### src/rtl/eth_tx_frame_sequencer.sv
// Ethernet TX frame sequencer: preamble/SFD, payload forwarding, padding, FCS and IFG
// onto a byte-wide valid/ready link, with clean abort on source underrun.
module eth_tx_frame_sequencer #(
  parameter int PREAMBLE_LEN = 7,
  parameter int MIN_FRAME    = 60,
  parameter int IFG_CYCLES   = 12
) (
  input  logic        clk,
  input  logic        rst,
  input  logic [7:0]  in_data,
  input  logic        in_valid,
  input  logic        in_last,
  output logic        in_ready,
  output logic [7:0]  out_data,
  output logic        out_valid,
  input  logic        out_ready,
  output logic        busy,
  output logic        underrun,
  output logic [15:0] frame_count
);

  typedef enum logic [2:0] {
    S_IDLE, S_PREAMBLE, S_SFD, S_PAYLOAD, S_PAD, S_FCS, S_IFG, S_DRAIN
  } state_t;

  // Reflected CRC-32 (poly 0x04C11DB7), one byte per call.
  function automatic logic [31:0] crc32_byte(input logic [31:0] crc, input logic [7:0] d);
    logic [31:0] c;
    c = crc ^ {24'h000000, d};
    for (int i = 0; i < 8; i++) begin
      if (c[0]) c = (c >> 1) ^ 32'hEDB88320;
      else      c = c >> 1;
    end
    return c;
  endfunction

  state_t      r_state;
  logic [7:0]  r_out_data;
  logic        r_out_valid;
  logic [31:0] r_crc;
  logic [10:0] r_byte_cnt;
  logic [3:0]  r_pre_cnt;
  logic [1:0]  r_fcs_idx;
  logic [7:0]  r_ifg_cnt;
  logic        r_underrun;
  logic [15:0] r_frame_count;

  logic        w_adv;
  logic [10:0] w_byte_cnt_inc;
  logic [31:0] w_fcs;
  logic [7:0]  w_fcs_byte;

  assign w_adv          = !r_out_valid || out_ready;
  assign w_byte_cnt_inc = (r_byte_cnt == 11'd2047) ? r_byte_cnt : r_byte_cnt + 11'd1;
  assign w_fcs          = ~r_crc;

  always_comb begin
    case (r_fcs_idx)
      2'd0:    w_fcs_byte = w_fcs[7:0];
      2'd1:    w_fcs_byte = w_fcs[15:8];
      2'd2:    w_fcs_byte = w_fcs[23:16];
      default: w_fcs_byte = w_fcs[31:24];
    endcase
  end

  assign in_ready    = (r_state == S_DRAIN) || ((r_state == S_PAYLOAD) && w_adv);
  assign out_data    = r_out_data;
  assign out_valid   = r_out_valid;
  assign busy        = (r_state != S_IDLE);
  assign underrun    = r_underrun;
  assign frame_count = r_frame_count;

  always_ff @(posedge clk) begin
    if (rst) begin
      r_state       <= S_IDLE;
      r_out_data    <= 8'h00;
      r_out_valid   <= 1'b0;
      r_crc         <= 32'hFFFFFFFF;
      r_byte_cnt    <= 11'd0;
      r_pre_cnt     <= 4'd0;
      r_fcs_idx     <= 2'd0;
      r_ifg_cnt     <= 8'd0;
      r_underrun    <= 1'b0;
      r_frame_count <= 16'd0;
    end else begin
      r_underrun <= 1'b0;
      // A consumed output byte empties the register unless a state below reloads it.
      if (w_adv) r_out_valid <= 1'b0;
      case (r_state)
        S_IDLE: begin
          r_byte_cnt <= 11'd0;
          r_crc      <= 32'hFFFFFFFF;
          r_pre_cnt  <= 4'd0;
          r_fcs_idx  <= 2'd0;
          r_ifg_cnt  <= 8'd0;
          if (in_valid) r_state <= S_PREAMBLE;
        end
        S_PREAMBLE: if (w_adv) begin
          r_out_data  <= 8'h55;
          r_out_valid <= 1'b1;
          if (r_pre_cnt == 4'(PREAMBLE_LEN - 1)) r_state <= S_SFD;
          else r_pre_cnt <= r_pre_cnt + 4'd1;
        end
        S_SFD: if (w_adv) begin
          r_out_data  <= 8'hD5;
          r_out_valid <= 1'b1;
          r_state     <= S_PAYLOAD;
        end
        S_PAYLOAD: if (w_adv) begin
          if (in_valid) begin
            r_out_data  <= in_data;
            r_out_valid <= 1'b1;
            r_crc       <= crc32_byte(r_crc, in_data);
            r_byte_cnt  <= w_byte_cnt_inc;
            if (in_last) r_state <= (w_byte_cnt_inc < 11'(MIN_FRAME)) ? S_PAD : S_FCS;
          end else begin
            // Source starved mid-frame: abort and swallow the rest of the frame.
            r_underrun <= 1'b1;
            r_state    <= S_DRAIN;
          end
        end
        S_PAD: if (w_adv) begin
          r_out_data  <= 8'h00;
          r_out_valid <= 1'b1;
          r_crc       <= crc32_byte(r_crc, 8'h00);
          r_byte_cnt  <= w_byte_cnt_inc;
          if (w_byte_cnt_inc >= 11'(MIN_FRAME)) r_state <= S_FCS;
        end
        S_FCS: if (w_adv) begin
          r_out_data  <= w_fcs_byte;
          r_out_valid <= 1'b1;
          r_fcs_idx   <= r_fcs_idx + 2'd1;
          if (r_fcs_idx == 2'd3) begin
            r_state       <= S_IFG;
            r_frame_count <= r_frame_count + 16'd1;
          end
        end
        // The gap counts from the edge that accepts the final FCS byte.
        S_IFG: if (w_adv) begin
          r_ifg_cnt <= r_ifg_cnt + 8'd1;
          if (r_ifg_cnt == 8'(IFG_CYCLES - 1)) r_state <= S_IDLE;
        end
        S_DRAIN: if (in_valid && in_last) r_state <= S_IFG;
        default: r_state <= S_IDLE;
      endcase
    end
  end

endmodule

### config.mk
export PLATFORM = sky130hd
export DESIGN_NAME = eth_tx_frame_sequencer
export DESIGN_NICKNAME = d
export VERILOG_FILES = /design/src/rtl/eth_tx_frame_sequencer.sv
export SDC_FILE = /design/constraint.sdc
export NUM_CORES = 1
export LEC_CHECK = 0
export ABC_CLOCK_PERIOD_IN_PS = 2520
export CAP_MARGIN = 20
export CORE_MARGIN = 2
export CORE_UTILIZATION = 41
export DETAILED_ROUTE_END_ITERATION = 8
export PLACE_DENSITY_LB_ADDON = 0.3
export SLEW_MARGIN = 20
export SYNTH_ARGS = -nofsm -noshare
export SYNTH_HDL_FRONTEND = slang
export SYNTH_SLANG_ARGS = --single-unit
### constraint.sdc
create_clock -name clk -period 2.52 [get_ports clk]
set_input_delay 0.252 -clock clk [delete_from_list [all_inputs] [get_ports clk]]
set_output_delay 0.252 -clock clk [all_outputs]
set_load 0.02 [all_outputs]
==> reports/qor.json <==
{
  "run_status": {"value": "completed"},
  "holdCritPathClass": {"value": "input port to register"},
  "postSynthRegisterBits": {"value": 86},
  "holdCritStartpoint": {"value": "rst"},
  "post_placement_cell_count": {"value": 922},
  "pwr_density_cell": {"value": 1120, "unit": "nW/um^2"},
  "report.power.total": {"value": 7.72, "unit": "mW"},
  "fraction_of_the_yosys_area_taken_by_sequential_cells": {"value": 29.5, "unit": "%"},
  "synthesis.area": {"value": 5840, "unit": "um^2"},
  "post-cts-setup-buffers": {"value": 0},
  "layout.cells.most_common": {"value": "sky130_fd_sc_hd__nor2_1"},
  "replace_congestion": {"value": 0.914},
  "core.rowCount": {"value": 43},
  "avgSynthCellArea": {"value": 8.27, "unit": "um^2"},
  "postPlaceCellArea": {"value": 6640, "unit": "um^2"},
  "wirelength": {"value": 17100, "unit": "um"},
  "floorplan.initialDensity": {"value": 42.1, "unit": "%"},
  "diodes": {"value": 0},
  "maxClockFrequency": {"value": 412, "unit": "MHz"},
  "groute.usage.overall": {"value": 22.9, "unit": "%"},
  "cp-start-kind": {"value": "register"},
  "flow.area_growth_from_synthesis": {"value": 18.4, "unit": "%"},
  "final.min_clock_period": {"value": 2.43, "unit": "ns"},
  "grt_pass1_vias": {"value": 5093},
  "antenna_found_initial": {"value": 0},
  "relSlewSlack": {"value": 53.5, "unit": "%"},
  "initialDrtViolationCount": {"value": 418},
  "pin_count_of_the_biggest_net_entering_global_routing": {"value": 62},
  "max_cap_violations": {"value": 0},
  "core_box_area": {"value": 13900, "unit": "um^2"},
  "dominantRegCellSynth": {"value": "sky130_fd_sc_hd__dfxtp_1"},
  "count_of_cells_along_the_worst_hold_path": {"value": 3},
  "synthCells": {"value": 706},
  "worst_ep_required_time": {"value": 2.27, "unit": "ns"},
  "yosys-top-cells-area": {"value": "sky130_fd_sc_hd__dfxtp_1, sky130_fd_sc_hd__xnor2_1, sky130_fd_sc_hd__xor2_1"},
  "global_route_wire_length_before_repair": {"value": 27000, "unit": "um"},
  "power.static_leakage": {"value": 2.45, "unit": "nW"},
  "critPathArrivalTime": {"value": 2.18, "unit": "ns"},
  "regToRegSetupSlack": {"value": 0.12, "unit": "ns"},
  "die_h": {"value": 123, "unit": "um"},
  "wire_per_inst": {"value": 18.2, "unit": "um"},
  "insertion_delay": {"value": 0.35, "unit": "ns"},
  "reg2reg_from": {"value": "r_crc[1]$_SDFFE_PP1P_"},
  "finish.utilization": {"value": 49.8, "unit": "%"},
  "avgViaCountPerCell": {"value": 5.79},
  "count_of_distinct_cell_types_in_the_synthesized_netlist": {"value": 65},
  "timing.final.crit_share": {"value": 96.3, "unit": "%"},
  "floorplan.die.width": {"value": 123, "unit": "um"},
  "ctsHoldBuffers": {"value": 0},
  "fraction_of_layout_instances_using_a_drive_strength_above_1": {"value": 10.9, "unit": "%"},
  "ff2ff_path_depth": {"value": 6},
  "unrepaired_setup_endpoints_after_global_routing": {"value": "no"},
  "report.final.slew_viol_count": {"value": 0},
  "yosys_top_cell_area_share": {"value": 29.5, "unit": "%"},
  "stdcell_count": {"value": 938},
  "cts-htree-levels": {"value": 3},
  "path_class": {"value": "register to output port"},
  "yosys_warnings": {"value": 0},
  "tritoncts_num_sinks": {"value": 86},
  "global_route.overflow_total": {"value": 0},
  "synthArstFlopShare": {"value": 0, "unit": "%"},
  "tritoncts": {"value": "built"},
  "drt_drc_violations_left": {"value": 0},
  "fp.dieArea": {"value": 15200, "unit": "um^2"},
  "master_cell_of_the_clock_root_buffer": {"value": "sky130_fd_sc_hd__clkbuf_16"},
  "post-dp-hpwl": {"value": 12100, "unit": "um"},
  "worstSetupStartpoint": {"value": "r_state[1]$_SDFFE_PP0P_"},
  "fin_nets": {"value": 775},
  "synth_enable_flop_cells": {"value": 0},
  "postSynthNetCount": {"value": 728},
  "clock_buffer_count_from_cts": {"value": 9},
  "ir_drop": {"value": 521, "unit": "uV"},
  "synth_area_leader_cell": {"value": "sky130_fd_sc_hd__dfxtp_1"},
  "mostFrequentLayoutCells": {"value": "sky130_fd_sc_hd__nor2_1, sky130_fd_sc_hd__dfxtp_1, sky130_fd_sc_hd__xnor2_1"},
  "postLayoutCellArea": {"value": 6910, "unit": "um^2"},
  "r2r_end": {"value": "r_crc[23]$_SDFFE_PP1P_"},
  "first_pass_detailed_route_iteration_total": {"value": 5},
  "critical_path.max_fanout": {"value": 18},
  "worstMarginPinSlew": {"value": 0.692, "unit": "ns"},
  "cts.reportedPaths.clkPinSlew": {"value": 0.07, "unit": "ns"},
  "place_ws": {"value": -0.00366, "unit": "ns"},
  "port_buffers": {"value": 40},
  "hold_viol": {"value": 0},
  "clock_path_buffers": {"value": 2},
  "crit_path_end_kind": {"value": "output port"},
  "detailroute.via_count": {"value": 5431},
  "hold_end": {"value": "frame_count[4]$_SDFFE_PP0P_"},
  "io-pin-count": {"value": 41},
  "cts.repair.resized": {"value": 0},
  "antenna_left": {"value": 0},
  "worst_clock_skew": {"value": 0.00996, "unit": "ns"},
  "finalSetupViolations": {"value": 0},
  "setup_slack": {"value": 0.0921, "unit": "ns"}
}
==> metrics by stage <==
stage / hold WS, ns / TNS, ns
floorplan: 0.411 / 0
global placement: 0.476 / 0
detailed placement: 0.482 / -0.00366
CTS: 0.386 / 0
global route: 0.397 / 0
finish: 0.368 / 0
==> cell type report <==
type	instances	area (um^2)
multi-input cells	549	3830
inverters	15	56.3
repair buffers	92	798
clock inverters	6	47.5
clock buffers	10	229
well taps	180	225
flip-flops and latches	86	1720
fillers	1354	6970
==> routing by layer <==
metal  GRT usage, %  share of wire, %  vias up  wire, um
li1               -                 -     2577         -
met1           32.0                45     2587      7640
met2           36.3                47      241      7950
met3           3.51               6.7       26      1150
met4           7.10               2.0        0       340
met5              0                 0        -         0
==> worst max path at each step <==
stage,end
after floorplan,r_crc[22]$_SDFFE_PP1P_
after global placement,r_crc[23]$_SDFFE_PP1P_
after detailed placement,r_crc[23]$_SDFFE_PP1P_
after CTS,busy
after global routing,busy
final,busy
==> cell families after synthesis <==
family / after synthesis / share of synthesized area [%]
AO/OA/AOI/OAI: 169 / 19.9
XOR/XNOR: 142 / 24.8
AND/OR/NAND/NOR: 223 / 17.9
multiplexers: 6 / 1.03
flip-flops: 86 / 29.5
adder cells (fa/ha/maj): 9 / 1.93
buffers and inverters: 71 / 5.04
==> worst max-delay path, stage by stage, from the launching register on <==
cell	delay [ns]
sky130_fd_sc_hd__dfxtp_1	0.69
sky130_fd_sc_hd__nor3_1	0.19
sky130_fd_sc_hd__buf_4	0.18
sky130_fd_sc_hd__inv_1	0.14
sky130_fd_sc_hd__clkdlybuf4s50_1	0.64
==> Yosys cell counts (all sizes together) (4+ instances only) <==
cell and instances:
nor2 88, dfxtp 86, xnor2 86, xor2 50, nand2 47, clkbuf 42, a21oi 33, o21ai 33
nor3 18, inv 15, a211oi 14, buf 14, nand3 12, o22ai 12, nand4 11, a221oi 9
ha 9, nor2b 9, o311ai 9, and3 7, o221ai 7, a211o 6, a311oi 6, mux2i 6
nor4 6, o21bai 6, xnor3 6, a31oi 5, and2 4, nand2b 4, or3 4
==> sequential cells by signal (all words and copies together) (netlist names), named ones only <==
signal,flops
underrun,1
r_state,2
frame_count,16
r_crc,32
out_valid,1
r_pre_cnt,4
r_fcs_idx,2
r_byte_cnt,11
out_data,8
r_ifg_cnt,8
==> where the power goes <==
part           switching (mW)  internal (mW)
clock                   0.580          0.675
combinational            2.39           2.09
sequential              0.365           1.61
(Power assumes the default switching activity.)
